[src/rtl/rgb_word_packer.sv]
// Packs a 24-bit RGB pixel stream into 32-bit AXI4-Stream words, four pixels per three words.
// Optional per-line pixel count check is compiled in with `define PACKER_LINE_CHECK_EN.
module rgb_word_packer #(
   parameter int PIXEL_WIDTH = 24,
   parameter int LINE_PIXELS = 640
) (
   input  logic                   clk,
   input  logic                   rst,
   input  logic [PIXEL_WIDTH-1:0] shade_in,
   input  logic                   valid_in,
   input  logic                   sof_in,
   input  logic                   eol_in,
   output logic                   ready_out,
   output logic [31:0]            m_tdata,
   output logic                   m_tvalid,
   input  logic                   m_tready,
   output logic                   m_tuser,
   output logic                   m_tlast,
   output logic                   sync_err,
   output logic                   line_err
);

   logic [1:0]  r_ph;
   logic [23:0] r_res;
   logic        r_flush_pend;
   logic        r_sof_pend;
   logic        r_sync_err;
   logic        r_tvalid;
   logic [31:0] r_tdata;
   logic        r_tuser;
   logic        r_tlast;

   logic [23:0] w_pix;
   logic        w_free;
   logic        w_acc;
   logic [1:0]  w_ph_eff;
   logic [1:0]  w_ph_nxt;
   logic        w_emit;
   logic [31:0] w_word;
   logic        w_last;
   logic        w_flush;
   logic [23:0] w_res_nxt;
   logic        w_load_data;
   logic        w_load_flush;
   logic        w_tuser;

   assign w_pix     = shade_in[23:0];
   assign w_free    = !r_tvalid || m_tready;
   assign ready_out = !rst && !r_flush_pend && w_free;
   assign w_acc     = valid_in && ready_out;

   // A start-of-frame pixel always restarts the group, discarding any residual bytes
   always_comb begin
      w_ph_eff  = sof_in ? 2'd0 : r_ph;
      w_emit    = 1'b0;
      w_word    = 32'h0;
      w_last    = 1'b0;
      w_flush   = 1'b0;
      w_res_nxt = r_res;
      case (w_ph_eff)
         2'd0: begin
            w_res_nxt = w_pix;
            if (eol_in) begin
               w_emit = 1'b1;
               w_word = {8'h00, w_pix};
               w_last = 1'b1;
            end
         end
         2'd1: begin
            w_emit    = 1'b1;
            w_word    = {w_pix[7:0], r_res};
            w_res_nxt = {8'h00, w_pix[23:8]};
            w_flush   = eol_in;
         end
         2'd2: begin
            w_emit    = 1'b1;
            w_word    = {w_pix[15:0], r_res[15:0]};
            w_res_nxt = {16'h0000, w_pix[23:16]};
            w_flush   = eol_in;
         end
         default: begin
            w_emit = 1'b1;
            w_word = {w_pix, r_res[7:0]};
            w_last = eol_in;
         end
      endcase
      w_ph_nxt = eol_in ? 2'd0 : w_ph_eff + 2'd1;
   end

   // Flush and data loads never coincide: ready_out is held low while a flush is pending
   assign w_load_data  = w_acc && w_emit;
   assign w_load_flush = r_flush_pend && w_free;
   assign w_tuser      = r_sof_pend || (w_acc && sof_in);

   always_ff @(posedge clk) begin
      if (rst) begin
         r_ph         <= 2'd0;
         r_res        <= 24'h0;
         r_flush_pend <= 1'b0;
         r_sof_pend   <= 1'b0;
         r_sync_err   <= 1'b0;
         r_tvalid     <= 1'b0;
         r_tdata      <= 32'h0;
         r_tuser      <= 1'b0;
         r_tlast      <= 1'b0;
      end else begin
         if (w_acc) begin
            r_ph  <= w_ph_nxt;
            r_res <= w_res_nxt;
            if (w_flush)
               r_flush_pend <= 1'b1;
            if (sof_in && (r_ph != 2'd0))
               r_sync_err <= 1'b1;
         end

         if (w_load_data) begin
            r_tvalid <= 1'b1;
            r_tdata  <= w_word;
            r_tlast  <= w_last;
            r_tuser  <= w_tuser;
         end else if (w_load_flush) begin
            r_tvalid     <= 1'b1;
            r_tdata      <= {8'h00, r_res};
            r_tlast      <= 1'b1;
            r_tuser      <= r_sof_pend;
            r_flush_pend <= 1'b0;
         end else if (m_tready) begin
            r_tvalid <= 1'b0;
         end

         if (w_load_data || w_load_flush)
            r_sof_pend <= 1'b0;
         else if (w_acc && sof_in)
            r_sof_pend <= 1'b1;
      end
   end

   assign m_tdata  = r_tdata;
   assign m_tvalid = r_tvalid;
   assign m_tuser  = r_tuser;
   assign m_tlast  = r_tlast;
   assign sync_err = r_sync_err;

`ifdef PACKER_LINE_CHECK_EN
   localparam logic [10:0] LP_LAST = 11'(LINE_PIXELS - 1);

   logic [10:0] r_pix_cnt;
   logic        r_line_err;
   logic [10:0] w_idx;

   // w_idx is the position of the pixel being accepted within its line
   assign w_idx = sof_in ? 11'd0 : r_pix_cnt;

   always_ff @(posedge clk) begin
      if (rst) begin
         r_pix_cnt  <= 11'd0;
         r_line_err <= 1'b0;
      end else if (w_acc) begin
         if (eol_in) begin
            r_pix_cnt <= 11'd0;
            if (w_idx != LP_LAST)
               r_line_err <= 1'b1;
         end else begin
            r_pix_cnt <= w_idx + 11'd1;
            if (w_idx == LP_LAST)
               r_line_err <= 1'b1;
         end
      end
   end

   assign line_err = r_line_err;
`else
   logic [10:0] w_unused_line_pixels;
   assign w_unused_line_pixels = 11'(LINE_PIXELS);
   assign line_err = 1'b0;
`endif

endmodule
[config.mk]
export PLATFORM = sky130hd
export DESIGN_NAME = rgb_word_packer
export DESIGN_NICKNAME = d
export VERILOG_FILES = /design/src/rtl/rgb_word_packer.sv
export SDC_FILE = /design/constraint.sdc
export NUM_CORES = 1
export LEC_CHECK = 0
export BUFFER_PORTS_ARGS = -buffer_cell sky130_fd_sc_hd__buf_2
export CAP_MARGIN = 20
export CORE_MARGIN = 2
export CORE_UTILIZATION = 55
export DETAILED_ROUTE_END_ITERATION = 12
export MAX_ROUTING_LAYER = met4
export PLACE_DENSITY = 0.8
export SLEW_MARGIN = 20
export SYNTH_ARGS = -nofsm -noshare
export SYNTH_HDL_FRONTEND = slang
export SYNTH_SLANG_ARGS = --single-unit
[constraint.sdc]
create_clock -name clk -period 2.45 [get_ports clk]
set_clock_uncertainty 0.1 [all_clocks]
set_input_delay 0.3675 -clock clk [delete_from_list [all_inputs] [get_ports clk]]
set_output_delay 0.3675 -clock clk [all_outputs]
set_load 0.05 [all_outputs]
==> results.sh, run 1 <==
export IMPL_outcome="finished, final reports clean"
export IMPL_ys_seq_area_share_pct=39.14
export IMPL_num_rows=28
export IMPL_r2r_cells=8
export IMPL_gp_congestion=0.9899
export IMPL_fill_cells=535
export IMPL_worstMarginPinSlew_ns=0.6887
export IMPL_swShare_pct=29.57
export IMPL_drive_above_1_share_pct=26.15
export IMPL_cts_hold_buf=0
export IMPL_clock_fmax_ghz=0.4623
export IMPL_finalSetupViolations=0
export IMPL_critPathMaxStageDelay_ns=0.48
export IMPL_crit_path_end_kind="flip-flop"
export IMPL_antenna_found_initial=0
export IMPL_hold_end="r_sof_pend$_SDFFE_PP0P_"
export IMPL_hold_start="sof_in"
export IMPL_syn_instance_count=397
export IMPL_yosys_area_top_type="dfxtp_1"
export IMPL_num_antenna_cells=0
export IMPL_cp_top_family="compound AO/OA/AOI/OAI gates"
export IMPL_clock_path_buffers=2
export IMPL_synthTopCellsByCount="dfxtp_1 (64), nand2_1 (53), nor2_1 (39)"
export IMPL_design_die_area_um2=6585
export IMPL_combinationalPowerShare_pct=17.7
export IMPL_multiInputGateArea_um2=1752
export IMPL_regArea_um2=1281
export IMPL_post_synth_top_count_cell="dfxtp_1"
export IMPL_ctsResizeCount=0
export IMPL_pwr_share_seq_pct=45.0
export IMPL_drtIter0Drc=351
export IMPL_die_y_um=81.15
export IMPL_p_sw_uw=731.7
export IMPL_dpl_hpwl_um=6476
export IMPL_critical_path_class="flip-flop to flip-flop"
export IMPL_p_per_area_nw_per_um2=646.6
export IMPL_cts_buffers=9
export IMPL_synthToLayoutAreaGrowth_pct=16.93
export IMPL_hold_path_class="input pin to flip-flop"
export IMPL_regToRegStartpoint="r_ph[1]$_SDFFE_PP0P_"
export IMPL_arrival_ns=2.33
export IMPL_maxSlewViolCount=0
export IMPL_ant_nets=0
export IMPL_yosys_cell_types_count=38
export IMPL_post_route_period_util_pct=88.29
export IMPL_path_buf_inv=2
export IMPL_vias=3274
export IMPL_yosys_warnings=0
export IMPL_p_clk_share_pct=37.2
export IMPL_postSynthAreaPerCell_um2=8.245
export IMPL_nNetsFinal=484
export IMPL_fin_crit_ns=2.163
export IMPL_hold_viol=0
export IMPL_ys_dominant_reg_cell="dfxtp_1"
export IMPL_dr_pass1_iters=6
export IMPL_cts_clk_slew_worst_paths_ns=0.07
export IMPL_rr_endpoint="m_tdata[17]$_SDFFE_PP0P_"
export IMPL_cts_sinks=64
export IMPL_slowest_stage="ha_1"
export IMPL_ys_ff_latch=64
export IMPL_dp_slack_ns=0.09691
export IMPL_die_w_um=81.15
export IMPL_track_usage_pct=31.47
export IMPL_cts_tree="done"
export IMPL_tns_ns=0
export IMPL_path_common_cell="a22oi_1"
export IMPL_synth_edf_count=0
export IMPL_postCtsSetupBuffers=0
export IMPL_grt_max_degree=57
export IMPL_critPathLaunchType="flip-flop"
export IMPL_drc=0
export IMPL_hold_depth=3
export IMPL_cp_max_fo=15
export IMPL_pin_count=68
export IMPL_rsz0062_at_grt="false"
export IMPL_cp_cell_sequence="nand2_1 > inv_1 > ha_1 > buf_4 > a22oi_1 > o21ai_0 > a22oi_1 > a211oi_2"
export IMPL_start_util_pct=55.95
export IMPL_grt_pass1_vias=2963
export IMPL_max_slew_margin_pct=54.09
export IMPL_grt_pass1_wl_um=15130
export IMPL_viasPerCell=6.177
export IMPL_cts_htree_levels=3
export IMPL_synth_area_top_cells="dfxtp_1 (39%), a211oi_2 (6.5%), nand2_1 (6.1%)"
export IMPL_drv_cap=0
export IMPL_portBuffers=66
export IMPL_critPathRequiredTime_ns=2.61
export IMPL_vdd_drop_max_mv=0.4617
export IMPL_synth_top_area_share_pct=39.14
export IMPL_rrSetupSlack_ns=0.29
export IMPL_synthesis_area_um2=3273
export IMPL_coreArea_um2=5851
export IMPL_wl_per_cell_um=17.68
export IMPL_timing_final_ws_setup_ns=0.2868
export IMPL_clk_latency_ns=0.34
export IMPL_async_flop_share_pct=0
export IMPL_intPower_mw=1.743
export IMPL_synth_fp_nets=431
export IMPL_grt_overflow_total=0
export IMPL_power_leakage_nw=1.510
export IMPL_wl_um=9371
export IMPL_root_buffer="clkbuf_8"
state kept, by name (all words and copies together), names as in the netlist:
signal        flops
m_tvalid          1
r_flush_pend      1
r_ph              2
m_tdata          32
r_sof_pend        1
r_res            24
sync_err          1
m_tuser           1
m_tlast           1
through the flow:
step / instance area (µm²) / power (mW) / hold slack [ns] / std cells / util, %
5_1_grt: 3827 / 2.576 / 0.2430 / 530 / 65.42
6_report: 3827 / 2.475 / 0.2107 / 530 / 65.42
3_3_place_gp: 3628 / 1.563 / 0.3310 / 514 / 62.02
4_1_cts: 3827 / 2.484 / 0.2063 / 530 / 65.42
3_5_place_dp: 3628 / 1.571 / 0.3413 / 514 / 62.02
2_1_floorplan: 3273 / 1.441 / 0.3316 / 397 / -
kinds of logic after synthesis:
logic type / after synthesis / share of synthesized area [%]
flip-flops: 64 / 39.14
adder cells (fa/ha/maj): 4 / 1.529
AO/OA/AOI/OAI: 141 / 32.57
buffers and inverters: 47 / 7.339
AND/OR/NAND/NOR: 140 / 19.30
other: 1 / 0.1146
layout make-up:
| class | instances | area share (%) |
|---|---|---|
| inverters | 7 | 0.6865 |
| multi-input cells | 286 | 45.77 |
| flip-flops and latches | 64 | 33.48 |
| clock buffers | 13 | 4.152 |
| well taps | 75 | 2.452 |
| clock inverters | 3 | 1.046 |
| repair buffers | 82 | 12.42 |
power by group through the flow:
stage          combinational [mW]  sequential [mW]  clock (mW)
2_1_floorplan               0.215             1.23           0
3_3_place_gp                0.427             1.14           0
3_5_place_dp                0.433             1.14           0
4_1_cts                     0.435             1.11       0.934
5_1_grt                     0.474             1.12       0.981
6_report                    0.438             1.11       0.922
placed cells by master, fill, tap and decap left out, types with 2 or more instances in the layout:
master    synthesis  routed
o21ai_0          25      25
clkbuf_1         24       2
clkbuf_8          0      11
a221oi_1         15      15
and2_1            3       3
nor3_1           18      18
o22ai_1           8       8
inv_1             6       6
o211ai_1          9       9
buf_2             6      66
clkinv_2          0       2
buf_4             3      14
a22o_1            8       8
nor2_1           39      39
ha_1              4       4
buf_12            0       2
a211oi_2         17      17
nand3_1          17      17
nor2b_1           2       2
a221o_1           8       8
a22oi_1          24      24
dfxtp_1          64      64
a21oi_1          22      22
nand2_1          53      53
tightest hold or removal path: cells and delay by family:
family,cells,cell delay (ns)
AND/OR/NAND/NOR,1,0.09
buffers and inverters,1,0.10
AO/OA/AOI/OAI,1,0.06
worst max-delay path by stage:
stage | startpoint | endpoint | slack, ns | cells past startpoint
floorplan | m_tvalid$_SDFFE_PP0P_ | m_tdata[0]$_SDFFE_PP0P_ | 0.38 | 8
global placement | sof_in | m_tdata[10]$_SDFFE_PP0P_ | 0.17 | 10
detailed placement | sof_in | m_tdata[10]$_SDFFE_PP0P_ | 0.1 | 10
CTS | r_ph[0]$_SDFFE_PP0P_ | m_tdata[10]$_SDFFE_PP0P_ | 0.30 | 8
global route | r_ph[1]$_SDFFE_PP0P_ | m_tdata[17]$_SDFFE_PP0P_ | 0.12 | 8
finish | r_ph[1]$_SDFFE_PP0P_ | m_tdata[17]$_SDFFE_PP0P_ | 0.29 | 8
metal layers:
layer / vias up / global-route usage (%) / routed length, µm
met4: 0 / 14.41 / 273
met3: 31 / 6.111 / 757
met1: 1529 / 41.58 / 4097
met5: - / - / 0
li1: 1559 / - / -
met2: 155 / 46.61 / 4242
No activity file was read; power rests on OpenSTA's default activity.
==> inputs of run 2 (changes only) <==
MAX_ROUTING_LAYER = not set   (was met4)
==> run 2 against run 1 <==
Against the previous run:
- via count is 0.21% lower
- critical path depth stayed put
- sequential share of layout area is 0.22 points higher
- power is 4.8% lower
- flip-flop and latch count stayed put
- clock-buffer cell count is 2 lower
- sequential power hardly changed
- clock power is 13% lower
- design area is 0.65% lower
- worst setup slack better by 0.016 ns
==> results.sh, run 2 (synthesized netlist as in run 1, its figures left out) <==
export IMPL_combinationalPowerShare_pct=18.5
export IMPL_die_w_um=81.15
export IMPL_cp_cell_sequence="nand2_1 > ha_1 > nand2b_4 > and4_4 > o21ai_1 > buf_4 > a221oi_1 > nor3_1"
export IMPL_rsz0062_at_grt="false"
export IMPL_busiest_layer="met2"
export IMPL_die_y_um=81.15
export IMPL_critical_path_class="flip-flop to flip-flop"
export IMPL_cp_top_family="simple AND/OR/NAND/NOR gates"
export IMPL_slowest_stage="dfxtp_1"
export IMPL_timing_final_ws_setup_ns=0.3024
export IMPL_hold_ws_ns=0.2107
export IMPL_viasPerCell=6.164
export IMPL_crit_path_end_kind="flip-flop"
export IMPL_finalSetupViolations=0
export IMPL_cts_hold_buf=0
export IMPL_critPathRequiredTime_ns=2.56
export IMPL_swShare_pct=31.63
export IMPL_max_slew_margin_pct=53.39
export IMPL_drive_above_1_share_pct=26.37
export IMPL_p_clk_share_pct=34.2
export IMPL_grt_max_degree=57
export IMPL_power_leakage_nw=1.489
export IMPL_cts_buffers=9
export IMPL_drv_cap=0
export IMPL_nNetsFinal=484
export IMPL_p_per_area_nw_per_um2=619.7
export IMPL_coreArea_um2=5851
export IMPL_gp_congestion=1.029
export IMPL_cts_tree="done"
export IMPL_clock_path_buffers=2
export IMPL_worstMarginPinSlew_ns=0.6991
export IMPL_dp_slack_ns=0.1023
export IMPL_maxSlewViolCount=0
export IMPL_num_rows=28
export IMPL_track_usage_pct=28.86
export IMPL_synthToLayoutAreaGrowth_pct=16.17
export IMPL_critPathMaxStageDelay_ns=0.36
export IMPL_start_util_pct=55.95
export IMPL_final_cell_area_um2=3802
export IMPL_cts_sinks=64
export IMPL_outcome="finished, final reports clean"
export IMPL_cts_htree_levels=3
export IMPL_intPower_mw=1.611
export IMPL_placedInstanceArea_um2=3628
export IMPL_grt_overflow_total=0
export IMPL_hold_viol=0
export IMPL_grt_pass1_vias=2857
export IMPL_drc=0
export IMPL_final_cell_mix="buf_2 (66), dfxtp_1 (64), nand2_1 (53), nor2_1 (39), o21ai_0 (25)"
export IMPL_wl_per_cell_um=17.09
export IMPL_num_antenna_cells=0
export IMPL_vias=3267
export IMPL_ant_nets=0
export IMPL_design_die_area_um2=6585
export IMPL_p_sw_uw=745.4
export IMPL_grt_pass1_wl_um=14230
export IMPL_antenna_found_initial=0
export IMPL_critPathLaunchType="flip-flop"
export IMPL_hold_path_class="input pin to flip-flop"
export IMPL_largest_register_ffs=32
export IMPL_vdd_drop_max_mv=0.3609
export IMPL_postCtsSetupBuffers=0
export IMPL_cp_max_fo=13
export IMPL_clock_fmax_ghz=0.4656
export IMPL_tns_ns=0
export IMPL_pin_count=68
export IMPL_drtIter0Drc=512
export IMPL_path_buf_inv=1
export IMPL_dpl_hpwl_um=6326
export IMPL_portBuffers=66
export IMPL_grtUsageMet1_pct=38.87
export IMPL_cts_clk_slew_worst_paths_ns=0.07
export IMPL_grt_use_met2_pct=43.88
export IMPL_power_total_mw=2.356
export IMPL_wl_um=9057
export IMPL_arrival_ns=2.26
export IMPL_ctsResizeCount=0
export IMPL_root_buffer="clkbuf_8"
export IMPL_clk_latency_ns=0.35
export IMPL_final_common_cell="buf_2"
export IMPL_post_route_period_util_pct=87.66
export IMPL_fin_crit_ns=2.148
export IMPL_pwr_share_seq_pct=47.3
export IMPL_dr_pass1_iters=5
export IMPL_use_met3_pct=6.000
-- run 2: routing by layer --
metal  share of wire, %  up-vias
met5                  0        -
met4                3.7        0
met3                9.7       37
met2                 44      186
met1                 43     1482
li1                   -     1562
-- run 2: path summary, 6_finish.rpt --
kind                    startpoint                       end  slack (ns)  cells after the start
max           r_ph[0]$_SDFFE_PP0P_  m_tdata[12]$_SDFFE_PP0P_        0.30                      8
min                         sof_in   r_sof_pend$_SDFFE_PP0P_        0.21                      3
max reg2reg   r_ph[0]$_SDFFE_PP0P_  m_tdata[12]$_SDFFE_PP0P_        0.30                      8
min reg2reg  sync_err$_SDFFE_PP0P_     sync_err$_SDFFE_PP0P_        0.35                      2
-- run 2: worst reg2reg max path: cells and delay by family (launching register included) --
| kind | cells | cell delay, ns |
|---|---|---|
| AOI/OAI and AO/OA | 2 | 0.43 |
| DFF | 1 | 0.36 |
| adders and majority gates | 1 | 0.25 |
| and+or+nand+nor | 4 | 0.69 |
| buffers and inverters | 1 | 0.17 |
-- run 2: final cells by class --
cell class	instances	area, µm²
clock buffer	11	141.4
clock inverter	5	32.53
sequential	64	1281
fill	527	2048
tap	75	93.84
multi-input combinational	286	1752
inverter	7	26.28
timing repair buffer	82	475.5
-- run 2: power groups by stage --
| stage | Clock (mW) | Combinational, mW | Sequential (mW) |
|---|---|---|---|
| 3_3_place_gp | 0 | 0.424 | 1.14 |
| 5_1_grt | 0.862 | 0.468 | 1.12 |
| 4_1_cts | 0.817 | 0.432 | 1.11 |
| 2_1_floorplan | 0 | 0.215 | 1.23 |
| 6_report | 0.805 | 0.436 | 1.12 |
| 3_5_place_dp | 0 | 0.432 | 1.14 |
-- run 2: through the flow --
step	utilization (%)	cells
final	64.99	530
after global routing	64.99	530
after CTS	64.99	530
after detailed placement	62.02	514
after global placement	62.02	514
after floorplan	-	397
